### src/rtl/hid_report_arbiter.sv
// Round-robin arbiter sharing one HID report consumer between two usb_hid_host ports.
// Optional per-port drop counters are built when HID_ARB_DROPCNT_EN is defined.
module hid_report_arbiter #(
    parameter int PAYLOAD_W  = 64,
    parameter int GAP_CYCLES = 0,
    parameter int CNT_W      = 8
) (
    input  logic                 usbclk,
    input  logic                 usbrst_n,
    input  logic [1:0]           in_typ0,
    input  logic                 in_valid0,
    input  logic [PAYLOAD_W-1:0] in_data0,
    input  logic [1:0]           in_typ1,
    input  logic                 in_valid1,
    input  logic [PAYLOAD_W-1:0] in_data1,
    output logic                 out_valid,
    input  logic                 out_ready,
    output logic [PAYLOAD_W-1:0] out_data,
    output logic [1:0]           out_typ,
    output logic                 out_port,
    output logic [1:0]           pending
`ifdef HID_ARB_DROPCNT_EN
    ,
    output logic [CNT_W-1:0]     drop_cnt0,
    output logic [CNT_W-1:0]     drop_cnt1
`endif
);

    localparam int GAP_W = (GAP_CYCLES > 1) ? $clog2(GAP_CYCLES + 1) : 1;

    if (CNT_W < 1 || PAYLOAD_W < 1) begin : g_bad_param
        $error("hid_report_arbiter: CNT_W and PAYLOAD_W must be at least 1");
    end

    typedef enum logic [1:0] {
        ST_IDLE    = 2'd0,
        ST_PRESENT = 2'd1,
        ST_HOLDOFF = 2'd2
    } state_t;

    state_t               state_r;
    logic                 rr_r;
    logic [GAP_W-1:0]     gap_r;
    logic                 out_valid_r;
    logic [PAYLOAD_W-1:0] out_data_r;
    logic [1:0]           out_typ_r;
    logic                 out_port_r;
    logic [1:0]           pending_r;
    logic [PAYLOAD_W-1:0] buf_data_r [2];

    logic [1:0]           in_typ_s   [2];
    logic [PAYLOAD_W-1:0] in_data_s  [2];
    logic [1:0]           in_valid_s;
    logic [1:0]           eligible_s;
    logic                 grant_s;
    logic                 grant_port_s;
    logic [1:0]           grant_vec_s;

    assign in_typ_s[0]  = in_typ0;
    assign in_typ_s[1]  = in_typ1;
    assign in_data_s[0] = in_data0;
    assign in_data_s[1] = in_data1;
    assign in_valid_s   = {in_valid1, in_valid0};

    // A disconnecting port is never granted, even on the edge its flag is being flushed.
    assign eligible_s[0] = pending_r[0] & (in_typ0 != 2'd0);
    assign eligible_s[1] = pending_r[1] & (in_typ1 != 2'd0);

    // Round-robin grant decision, only taken while idle.
    always_comb begin
        grant_s      = 1'b0;
        grant_port_s = 1'b0;
        if (state_r == ST_IDLE && eligible_s != 2'b00) begin
            grant_s = 1'b1;
            if (eligible_s == 2'b11) begin
                grant_port_s = rr_r;
            end else begin
                grant_port_s = eligible_s[1];
            end
        end else begin
            grant_s      = 1'b0;
            grant_port_s = 1'b0;
        end
    end

    assign grant_vec_s = grant_s ? (grant_port_s ? 2'b10 : 2'b01) : 2'b00;

`ifdef HID_ARB_DROPCNT_EN
    logic [CNT_W-1:0] drop_cnt_r [2];
    assign drop_cnt0 = drop_cnt_r[0];
    assign drop_cnt1 = drop_cnt_r[1];
`endif

    // Per-port one-deep report buffers; latest report wins, disconnect flushes.
    always_ff @(posedge usbclk or negedge usbrst_n) begin
        if (!usbrst_n) begin
            pending_r <= 2'b00;
            for (int i = 0; i < 2; i++) begin
                buf_data_r[i] <= '0;
`ifdef HID_ARB_DROPCNT_EN
                drop_cnt_r[i] <= '0;
`endif
            end
        end else begin
            for (int i = 0; i < 2; i++) begin
                if (in_typ_s[i] == 2'd0) begin
                    pending_r[i] <= 1'b0;
                end else if (in_valid_s[i]) begin
                    buf_data_r[i] <= in_data_s[i];
                    pending_r[i]  <= 1'b1;
`ifdef HID_ARB_DROPCNT_EN
                    // A buffered report granted on this very edge is not lost.
                    if (pending_r[i] && !grant_vec_s[i] && drop_cnt_r[i] != {CNT_W{1'b1}}) begin
                        drop_cnt_r[i] <= drop_cnt_r[i] + CNT_W'(1);
                    end
`endif
                end else if (grant_vec_s[i]) begin
                    pending_r[i] <= 1'b0;
                end else begin
                    pending_r[i] <= pending_r[i];
                end
            end
        end
    end

    // Grant / present / holdoff sequencing with registered consumer-side outputs.
    always_ff @(posedge usbclk or negedge usbrst_n) begin
        if (!usbrst_n) begin
            state_r     <= ST_IDLE;
            rr_r        <= 1'b0;
            gap_r       <= '0;
            out_valid_r <= 1'b0;
            out_data_r  <= '0;
            out_typ_r   <= 2'd0;
            out_port_r  <= 1'b0;
        end else begin
            case (state_r)
                ST_IDLE: begin
                    if (grant_s) begin
                        out_data_r  <= buf_data_r[grant_port_s];
                        out_typ_r   <= in_typ_s[grant_port_s];
                        out_port_r  <= grant_port_s;
                        out_valid_r <= 1'b1;
                        rr_r        <= ~grant_port_s;
                        state_r     <= ST_PRESENT;
                    end
                end
                ST_PRESENT: begin
                    if (out_ready) begin
                        out_valid_r <= 1'b0;
                        if (GAP_CYCLES == 0) begin
                            state_r <= ST_IDLE;
                        end else begin
                            gap_r   <= GAP_W'(GAP_CYCLES);
                            state_r <= ST_HOLDOFF;
                        end
                    end
                end
                ST_HOLDOFF: begin
                    if (gap_r <= GAP_W'(1)) begin
                        state_r <= ST_IDLE;
                    end else begin
                        gap_r <= gap_r - GAP_W'(1);
                    end
                end
                default: begin
                    out_valid_r <= 1'b0;
                    state_r     <= ST_IDLE;
                end
            endcase
        end
    end

    assign out_valid = out_valid_r;
    assign out_data  = out_data_r;
    assign out_typ   = out_typ_r;
    assign out_port  = out_port_r;
    assign pending   = pending_r;

endmodule

### config.mk
export PLATFORM = sky130hd
export DESIGN_NAME = hid_report_arbiter
export DESIGN_NICKNAME = d
export VERILOG_FILES = /design/src/rtl/hid_report_arbiter.sv
export SDC_FILE = /design/constraint.sdc
export NUM_CORES = 1
export LEC_CHECK = 0
export BUFFER_PORTS_ARGS = -buffer_cell sky130_fd_sc_hd__buf_4
export CORE_AREA = 2 2 128 130
export DETAILED_ROUTE_END_ITERATION = 8
export DIE_AREA = 0 0 130 132
export GPL_TIMING_DRIVEN = 0
export PLACE_DENSITY = 0.76
export SETUP_SLACK_MARGIN = 0.1
export SYNTH_ARGS = -nofsm -noshare
export SYNTH_HDL_FRONTEND = slang
export SYNTH_SLANG_ARGS = --single-unit
### constraint.sdc
create_clock -name usbclk -period 2.08 [get_ports usbclk]
set_input_delay 0 -clock usbclk [delete_from_list [all_inputs] [get_ports usbclk]]
set_output_delay 0 -clock usbclk [all_outputs]
set_load 0.01 [all_outputs]
==> metrics.txt, run 1 <==
Die Y=132 um; commonest non-fill, non-tap cells in the layout=buf_4, dfrtp_1, dlygate4sd3_1; final wirelength=23.35 mm; worst vdd ir=0.0006735 V; Seq/Total Area, Yosys=0.6073; RSZ-0062 raised after global routing=no; area grow syn2layout=46.03%; die area=17160 sq um; Least-Margin Pin Slew=723.8 ps; first-pass iteration count of the detailed router=5; crit path DAT=about 2100 ps; core area=between 15000 and 20000 sq um; initial antenna violation count=0; yosys synthesis warning count=0; Fmax achieved=~560 MHz; leak pwr=around 5.4 nW; clock skew=7.454 ps; Synth cell types=16; I/O Buffers=206; largest net degree at the start of global routing=roughly 110; I/O pin cnt=207; gpl congestion=0.8157; Die W=around 130 um; Hold Violations, Final=0; # setup viols final=0; via count=around 6400; startpoint types=input pin; Overflow after GRT=0; total setup buffers inserted after CTS=0; Comb pwr share=0.357; Initial Util=0.5219; Avg WL per Cell=20.88 um; synthesized net count=668; pwr dens=1139 nW/um^2; max-cap viol count=0; status=complete, no violations; Total GRT Usage=0.2807; Crit Path Class=in -> reg; nets=1027; residual DRC count=0; Syn Inst Count=531; layout cells sized above 1=0.4435; sequential power share=0.402; Int Power=0.009222 W; Setup Slack @ Placement=242.4 ps; HP Class=in -> async; Num Clock Sinks=a little under 200; post-route ant nets=0; CP endpoint kind=register; fin crit period=1776 ps; post-DP HPWL=14.84 mm; Antenna Diode Count=0; number of buffers created by CTS=17; Sw Share=0.3240; commonest non-fill, non-tap cell in the layout=buf_4; fin crit share=0.8538; Initial DRC Count=317; r2r setup slk=350 ps; synthesized area=8200 sq um; Clock power frac=0.241; fin. max-slew vios=0; clk_lat worst skew=420 ps; vias in the first global route=7043; # H-tree levels=4; Psw=0.004420 W; Slew headroom=0.5175; total power=roughly 0.014 W; Reg clk slew, reported paths=70 ps; first-pass GRT wire length=37.16 mm; CTS tree=built; deepest clock path buffer count=2; setup ws final=304.2 ps; CP Max Fanout=10; Core Rows=46; routed vias/inst=5.711; clk root buf=clkbuf_16; Critical Path RT=2440 ps; number of synthesized register bits=199; Resized Gates After CTS=0; syn avg cell area=~15 sq um
==> metrics by stage <==
stage | hold WS, ps | instance area, sq um | util | instances | setup TNS (ps)
floorplan | -295.6 | 8200 | - | 531 | 0
global placement | 211.4 | 10020 | 0.6375 | 953 | -35680
detailed placement | 59.97 | 10050 | 0.6398 | 954 | 0
CTS | 204.3 | 11980 | 0.7624 | 1119 | 0
global route | 234.3 | 11980 | 0.7621 | 1118 | 0
finish | 166.1 | 11980 | 0.7621 | 1118 | 0
==> worst paths after layout <==
path	startpoint	cells past startpoint	to
hold / removal	usbrst_n	2	buf_data_r[74]
max in group asynchronous	usbrst_n	3	buf_data_r[20]
setup / recovery	in_typ0[0]	7	out_data[12]
hold reg to reg	buf_data_r[95]	1	out_data[31]
min in group usbclk	in_valid1	4	buf_data_r[7]
setup reg to reg	pending[1]	5	out_data[61]
==> cell families after synthesis <==
group / share of synthesized area
flip-flops: 0.6073
AO/OA/AOI/OAI: 0.1825
multiplexers: 0.1758
buffers and inverters: 0.03448
==> power by group through the flow <==
stage               logic [W]  registers [W]  clock network (W)
global route          0.00522        0.00559            0.00350
global placement      0.00449        0.00547                  0
floorplan             0.00229        0.00568                  0
finish                0.00487        0.00549            0.00329
detailed placement    0.00463        0.00551                  0
CTS                   0.00485        0.00546            0.00332
==> cell type report <==
class / count / area, sq um
tap: 216 / 270.3
sequential: 199 / 4980
fill: 940 / 3737
inverter: 1 / 3.754
buffer: 57 / 275.3
multi-input combinational: 273 / 2938
clock buffer: 24 / 491.7
clock inverter: 7 / 93.84
timing repair buffer: 341 / 2923
==> worst max-delay path: stages <==
cell           delay, ps
dlygate4sd3_1        540
buf_4                160
o21ai_2              360
a21o_1               160
buf_2                190
clkbuf_1             460
a221o_1              270
==> Yosys cell counts <==
library cell,instances,area [sq um]
buf_2,28,140.1
o2111a_1,66,743.2
buf_6,2,22.52
dfrtp_1,199,4980
o21ai_2,1,8.760
a221o_1,66,660.6
a211oi_2,1,12.51
buf_1,1,3.750
a21o_1,3,22.52
clkbuf_1,24,90.09
inv_2,1,3.750
o21a_2,1,8.760
o21ai_0,6,30.03
o211a_1,1,10.01
mux2_2,128,1441
buf_4,3,22.52
==> sequential cells by signal, indices dropped and copies added, names as in the netlist <==
| signal | count |
|---|---|
| pending | 2 |
| rr_r | 1 |
| out_port | 1 |
| buf_data_r | 128 |
| out_typ | 2 |
| out_valid | 1 |
| out_data | 64 |
==> what timing repair did <==
| item | 4_1_cts | 5_1_grt |
|---|---|---|
| hold buffers | 134 | 0 |
| hold endpoints to repair | 227 | 0 |
| setup endpoints to repair | 0 | 2 |
==> per-layer routing <==
metal | share of wire | routed length, um | global-route usage
met1 | 0.41 | 9620 | 0.3542
met2 | 0.49 | 11540 | 0.4616
met3 | 0.055 | 1282 | 0.06412
met4 | 0.039 | 903 | 0.1249
met5 | 0 | 0 | 0
(Power assumes the default switching activity.)
==> run 2, diff against run 1 <==
==> constraint.sdc (replaced) <==
create_clock -name usbclk -period 2.08 [get_ports usbclk]
set_input_delay 0 -clock usbclk [delete_from_list [all_inputs] [get_ports usbclk]]
set_output_delay 0 -clock usbclk [all_outputs]
set_load 0.1 [all_outputs]
==> metrics.txt, run 2 (synthesized netlist as in run 1, its figures left out) <==
status=complete, no violations; HP Class=in -> async; Fin Setup TNS=0 ps (unchanged); crit path DAT=2240 ps (+100 ps); Final Core Density=0.7621 (unchanged); Avg WL per Cell=21.25 um (+1.8%); Fmax achieved=531.3 MHz (-5.7%); Critical Path RT=2440 ps (about the same); pwr dens=1502 nW/um^2 (+32%); Num Clock Sinks=199 (unchanged); startpoint types=input pin; I/O pin cnt=207 (unchanged); fin. max-slew vios=0 (unchanged); deepest clock path buffer count=2 (unchanged); I/O Buffers=206 (unchanged); commonest non-fill, non-tap cell in the layout=buf_4; clock skew=10.20 ps (+2.745 ps); first-pass GRT wire length=37.45 mm (+0.78%); Die W=130 um (unchanged); max reg flops=128 (unchanged); Die Y=132 um (unchanged); number of buffers created by CTS=17 (unchanged); core area=15710 sq um (unchanged); final wirelength=23.84 mm (+2.1%); Total GRT Usage=0.2848 (+0.004129); fin crit period=1882 ps (+106.5 ps); gpl congestion=0.8123 (-0.42%); Initial DRC Count=437 (+38%); Crit Path Class=in -> reg; Slew headroom=0.5227 (+0.005249); area grow syn2layout=46.03% (unchanged); CTS tree=built; Reg clk slew, reported paths=70 ps (about the same); CP endpoint kind=register; first-pass iteration count of the detailed router=4 (-1); CP Max Fanout=10 (unchanged); clk root buf=clkbuf_16; layout cells sized above 1=0.4513 (+0.007868); Top reg by flops=buf_data_r; Setup Slack @ Placement=162.9 ps (-79.52 ps); clk_lat worst skew=430 ps (about the same); setup ws final=197.7 ps (-106.5 ps); nets=1029 (+0.19%); worst vdd ir=0.001039 V (+54%); Overflow after GRT=0 (unchanged); die area=17160 sq um (unchanged); via count=6422 (+0.58%); RSZ-0062 raised after global routing=no; total power=0.01799 W (+32%); residual DRC count=0 (unchanged); Core Rows=46 (unchanged); largest net degree at the start of global routing=107 (+1.9%); Hold Violations, Final=0 (unchanged); # setup viols final=0 (unchanged); Least-Margin Pin Slew=715.9 ps (-7.874 ps); max-cap viol count=0 (unchanged); commonest non-fill, non-tap cells in the layout=buf_4, dfrtp_1, dlygate4sd3_1; vias in the first global route=7072 (+0.41%); total setup buffers inserted after CTS=0 (unchanged); post-DP HPWL=14.88 mm (+0.26%); fin crit share=0.9050 (+0.05121); routed vias/inst=5.724 (+0.22%); # H-tree levels=4 (unchanged); initial antenna violation count=2 (+2); post-route ant nets=0 (unchanged); Initial Util=0.5219 (unchanged); leak pwr=5.440 nW (-0.12%)
-- run 2: worst paths after layout --
path,start,to,slack (ps),cells after the start
worst max-delay path,in_typ0[1],out_data[11],200,7
worst min-delay path,usbrst_n,buf_data_r[74],170,2
worst max register to register,out_valid,out_data[59],270,5
worst min register to register,out_port,out_port,500,1
max in group asynchronous,usbrst_n,pending[1],910,3
min in group usbclk,in_valid0,buf_data_r[108],220,4
-- run 2: layer usage --
metal / routed length, um / vias to the layer above / global-route usage
li1: - / 2842 / -
met1: 9685 / 3309 / 0.3592
met2: 12330 / 219 / 0.4820
met3: 1081 / 52 / 0.05885
met4: 745 / 0 / 0.1081
met5: 0 / - / 0
-- run 2: area by class of cell --
type	count	area, sq um
Clock buffer	22	494.2
Multi-Input combinational cell	273	2938
Buffer	58	281.5
Clock inverter	9	66.31
Timing Repair Buffer	342	2933
Sequential cell	199	4984
Antenna cell	2	5.005
Fill cell	941	3737
Tap cell	216	270.3
Inverter	1	3.754
-- run 2: through the flow --
stage	instances	area, sq um	hold WS (ps)
floorplan	531	8204	-295.6
global placement	953	10020	203.3
detailed placement	954	10060	58.95
CTS	1120	11970	199.1
global route	1122	11980	228.2
finish	1122	11980	169.2
-- run 2: timing repair --
action | in CTS | in global routing
hold buffers | 135 | 0
endpoints found under the setup margin | 0 | 17
hold endpoints to repair | 225 | 0
gates resized for setup | 0 | 4
-- run 2: report_power, final --
part / switching [W] / internal (W) / total [W]
Combinational: 0.00684 / 0.00251 / 0.00935
Clock: 0.00145 / 0.00169 / 0.00314
Sequential: 0.000635 / 0.00487 / 0.00551
Total: 0.00892 / 0.00907 / 0.0180
-- run 2: critical path: stages --
cell,delay [ps]
dlygate4sd3_1,560
buf_4,160
o21ai_2,400
a21o_1,180
buf_2,200
clkbuf_1,460
a221o_1,260
